[src/rtl/fifo_ptr_ctrl_pkg.sv]
// rtl/fifo_ptr_ctrl_pkg.sv - shared FIFO sizing and memory-controller constants
package fifo_ptr_ctrl_pkg;
   localparam int FIFO_WIDTH    = 3;
   localparam int FIFO_DEPTH    = 2 ** FIFO_WIDTH;
   localparam int FIFO_DATA_W   = 32;
   // Address bit that steers a request to SRAM bank 0 or bank 1.
   localparam int MC_BANK_BIT   = 0;
   localparam int MC_NUM_BANKS  = 2;
   localparam int MC_RD_LATENCY = 1;
endpackage

[src/rtl/fifo_ptr.sv]
// rtl/fifo_ptr.sv - wrapping FIFO pointer with one extra lap bit
module fifo_ptr #(
   parameter int WIDTH = 3
) (
   input  logic           clk,
   input  logic           rst,
   input  logic           en,
   output logic [WIDTH:0] ptr
);
   always_ff @(posedge clk or posedge rst) begin
      if (rst)
         ptr <= '0;
      else if (en)
         ptr <= ptr + 1'b1;
   end
endmodule

[src/rtl/fifo_ptr_ctrl.sv]
// rtl/fifo_ptr_ctrl.sv - FIFO pointer control in front of a two-bank SRAM memory controller
module fifo_ptr_ctrl
   import fifo_ptr_ctrl_pkg::*;
#(
   parameter int WIDTH = FIFO_WIDTH
) (
   input  logic                   clk,
   input  logic                   rst,
   input  logic                   push,
   input  logic [FIFO_DATA_W-1:0] push_data,
   input  logic                   pop,
   output logic [FIFO_DATA_W-1:0] pop_data,
   output logic                   pop_valid,
   output logic                   full,
   output logic                   empty,
   output logic [WIDTH:0]         count,
   output logic                   ovf,
   output logic                   udf,
   output logic                   WE_N,
   output logic                   RE_N,
   output logic [WIDTH-1:0]       W_ADR,
   output logic [WIDTH-1:0]       R_ADR,
   output logic [FIFO_DATA_W-1:0] DI,
   input  logic [FIFO_DATA_W-1:0] DO_0,
   input  logic [FIFO_DATA_W-1:0] DO_1
);
   logic [WIDTH:0]         wptr;
   logic [WIDTH:0]         rptr;
   logic [WIDTH:0]         vptr;
   logic                   push_ok;
   logic                   pop_ok;
   logic                   rbank;
   logic [FIFO_DATA_W-1:0] rd_mux;
   logic [FIFO_DATA_W-1:0] data_hold;

   assign full  = (wptr[WIDTH] != rptr[WIDTH]) && (wptr[WIDTH-1:0] == rptr[WIDTH-1:0]);
   // Readability trails wptr by a stage so a bank-conflict deferred write has landed.
   assign empty = (vptr == rptr);
   assign count = vptr - rptr;

   assign push_ok = push & ~full & ~rst;
   assign pop_ok  = pop & ~empty & ~rst;
   assign ovf     = push & full & ~rst;
   assign udf     = pop & empty & ~rst;

   assign WE_N  = push_ok;
   assign RE_N  = pop_ok;
   assign W_ADR = wptr[WIDTH-1:0];
   assign R_ADR = rptr[WIDTH-1:0];
   assign DI    = push_data;

   fifo_ptr #(.WIDTH(WIDTH)) u_wptr (
      .clk (clk),
      .rst (rst),
      .en  (push_ok),
      .ptr (wptr)
   );

   fifo_ptr #(.WIDTH(WIDTH)) u_rptr (
      .clk (clk),
      .rst (rst),
      .en  (pop_ok),
      .ptr (rptr)
   );

   always_ff @(posedge clk or posedge rst) begin
      if (rst) begin
         vptr      <= '0;
         rbank     <= 1'b0;
         pop_valid <= 1'b0;
         data_hold <= '0;
      end else begin
         vptr      <= wptr;
         pop_valid <= pop_ok;
         if (pop_ok)
            rbank <= R_ADR[MC_BANK_BIT];
         if (pop_valid)
            data_hold <= rd_mux;
      end
   end

   // SRAM data arrives the cycle after the strobe, so the return path is a live mux.
   assign rd_mux   = rbank ? DO_1 : DO_0;
   assign pop_data = pop_valid ? rd_mux : data_hold;
endmodule

[config.mk]
export PLATFORM = sky130hd
export DESIGN_NAME = fifo_ptr_ctrl
export DESIGN_NICKNAME = d
export VERILOG_FILES = /design/src/rtl/fifo_ptr_ctrl_pkg.sv /design/src/rtl/fifo_ptr.sv /design/src/rtl/fifo_ptr_ctrl.sv
export SDC_FILE = /design/constraint.sdc
export NUM_CORES = 1
export LEC_CHECK = 0
export CAP_MARGIN = 30
export CELL_PAD_IN_SITES_DETAIL_PLACEMENT = 1
export CELL_PAD_IN_SITES_GLOBAL_PLACEMENT = 2
export CORE_UTILIZATION = 17
export CTS_BUF_LIST = sky130_fd_sc_hd__clkbuf_2 sky130_fd_sc_hd__clkbuf_4 sky130_fd_sc_hd__clkbuf_8
export CTS_CLUSTER_SIZE = 25
export DETAILED_ROUTE_END_ITERATION = 10
export PLACE_DENSITY_LB_ADDON = 0.1
export SYNTH_ARGS = -nofsm -noshare
export SYNTH_HDL_FRONTEND = slang
export SYNTH_SLANG_ARGS = --single-unit
[constraint.sdc]
create_clock -name clk -period 1.45 [get_ports clk]
set_input_delay 0.145 -clock clk [delete_from_list [all_inputs] [get_ports clk]]
set_output_delay 0.145 -clock clk [all_outputs]
set_load 0.1 [all_outputs]
==> results.yml <==
hold_path:
  hold_path_class: "input port to output pin"
flow_run:
  maxCapViolations: 0
sta:
  rsz0062_at_grt: "true"
  worstMarginPinSlew_ns: 0.244
  fin_crit_sh_pct: 131
  max_slew_margin_pct: 83.3
  min_period_ns: 1.90
  finClkSkew_ns: 0.0153
  holdWs_ns: 0.290
  timing.final.ws_setup_ns: -0.448
  drv_slew: 0
  finalSetupViolCount: 49
  hold_violations: 0
  max_freq_mhz: 527
synth:
  ys_warn_count: 0
  synth-seq-cells: 46
  netlist_area_um2: 2460
  seq_area_frac_synth_pct: 46.7
  yosysMostFrequentCell: "dfrtp_1"
  synth_area_leaders: "dfrtp_1, mux2i_1, buf_4, a21oi_1, nor2_1"
  synthCells: 237
  synth_top_cell_area_share_pct: 46.7
  yosysTopAreaCell: "dfrtp_1"
  synthFlopType: "dfrtp_1"
  yosys-top-cells-count: "dfrtp_1, buf_4, a21oi_1, nor2_1, mux2i_1"
  avgSynthCellArea_um2: 10.4
  synthArstFlopShare_pct: 100
  synth_cell_type_count: 24
  synth_fp_nets: 343
  synth_edf_count: 0
floorplan:
  initial_core_util_pct: 17.6
  std_cell_rows: 43
  core_area_um2: 14000
  die_y_um: 122
  die-area_um2: 15000
  pin_count: 181
  die_x_um: 122
cts:
  cts_made_buffers: 5
  clock_sinks: 46
  clkLatencyLatePin_ns: 0.31
  cts.path.max_buffers: 2
  clk_pin_slew_worst_paths_ns: 0.10
  h-tree-depth: 2
  cts_tree: "done"
  cts_root_buffer: "clkbuf_8"
worst_setup_path:
  crit_path_start_kind: "flop"
  setup.worst_path.end_class: "output pin"
  arrival_ns: 1.75
  required_ns: 1.31
  crit_fanout: 4
  critical_path_class: "flop to output pin"
final_layout:
  n_fill_cell: 1440
  final_nets: 491
  syn_to_final_growth_pct: 138
  diodes: 0
  drive_above_1_share_pct: 62.4
detailed_routing:
  drt-total-wl_um: 8680
  drt_iter0_markers: 37
  drcViolationCount: 0
  vias: 2223
  detail_route.wl_per_cell_um: 15.3
  postRouteAntennaNets: 0
  vias_per_cell: 3.93
  firstDrtPassIters: 4
outcome:
  violations: "setup timing"
  status: "complete, but fails checks"
global_route:
  grt_usage_pct: 11.5
  grt_antenna_before_repair: 0
  grt_max_degree: 47
  grt_pass1_vias: 2399
  overflow: 0
  grt_pass1_wl_um: 12900
place:
  io_buffers: 116
  dpl.hpwl_um: 5600
  gp_congestion: 0.642
==> kinds of logic (layout without fill, tap and decap cells) <==
group           after synthesis  in the layout  share of synthesized area [%]
buf+inv                      58            207                           14.8
flops                        46             46                           46.7
mux                          34             34                           13.9
compound gates               37             37                           8.99
simple gates                 43             43                           7.62
fa+ha+maj                     6              6                           3.35
xor+xnor                     13             13                           4.62
==> layer usage <==
metal	wire, um	up-vias	track usage (%)	share of wire [%]
li1	-	1047	-	-
met1	3530	1086	13.9	41
met2	4430	83	19.8	51
met3	655	7	3.53	7.5
met4	74	0	3.05	0.85
met5	0	-	0	0
==> worst max-delay path, stage by stage, from the launching register on <==
cell	delay [ns]
dfrtp_2	0.44
buf_4	0.14
fa_2	0.58
clkinvlp_4	0.10
buf_12	0.17
==> state kept, by name, summed over array words and instances, names as in the netlist <==
register	count
data_hold	32
u_rptr.ptr	4
u_wptr.ptr	4
vptr	4
pop_valid	1
rbank	1
==> per-stage QoR <==
step / setup WS (ns) / util, % / cells / area [um2] / TNS (ns)
2_1_floorplan: -0.549 / - / 237 / 3140 / -26.24
3_3_place_gp: -0.183 / 35.0 / 517 / 4890 / -1.43
3_5_place_dp: -0.205 / 35.0 / 517 / 4890 / -1.69
4_1_cts: -0.484 / 40.0 / 556 / 5600 / -15.79
5_1_grt: -0.502 / 41.8 / 566 / 5850 / -18.30
6_report: -0.448 / 41.8 / 566 / 5850 / -15.34
==> worst paths after layout <==
check,startpoint,end,slack [ns],depth (start not counted)
max in group asynchronous,rst,pop_valid$_DFF_PP0_,0.88,3
max reg2reg,u_rptr.ptr[1]$_DFFE_PP0P_,u_wptr.ptr[1]$_DFFE_PP0P_,-0.38,8
min,push_data[4],DI[4],0.29,0
min in group asynchronous,rst,u_wptr.ptr[2]$_DFFE_PP0P_,0.31,3
max,u_rptr.ptr[1]$_DFFE_PP0P_,count[1],-0.45,4
min reg2reg,u_wptr.ptr[3]$_DFFE_PP0P_,vptr[3]$_DFF_PP0_,0.56,1
==> final cells by class <==
cell class	count	area [um2]	share of cell area (%)
inverter	9	48.8	0.834
multi-input combinational	133	1820	31.0
tap	180	225	3.85
clock buffer	8	91.3	1.56
timing repair buffer	190	2510	42.9
sequential	46	1160	19.8
==> placed cells by master, fill, tap and decap left out, types with 2 or more instances in the layout <==
master            n
clkdlybuf4s50_1  67
buf_12           62
dfrtp_1          40
buf_4            38
a21oi_4          33
nor2_1           20
buf_6            18
mux2i_2          17
mux2i_4          14
nor2_4            7
nor2_2            6
xnor2_1           5
clkbuf_8          5
dfrtp_2           5
xnor2_4           4
clkinvlp_4        4
inv_1             3
xor2_2            3
ha_4              3
clkbuf_4          3
inv_2             2
nand4_1           2
nand2b_1          2
a41oi_4           2
mux2_4            2
ha_1              2
buf_16            2
buf_8             2
==> repair_timing <==
action                     in CTS  in global routing
gates cloned                    5                  1
hold buffers                    0                  0
pin swaps                      33                 24
setup endpoints to repair      51                 59
gates resized for setup        60                 42
buffers inserted               28                 14
Power is not shown: default switching activity piles up to over one toggle a cycle in this logic, so the estimate is an artifact.
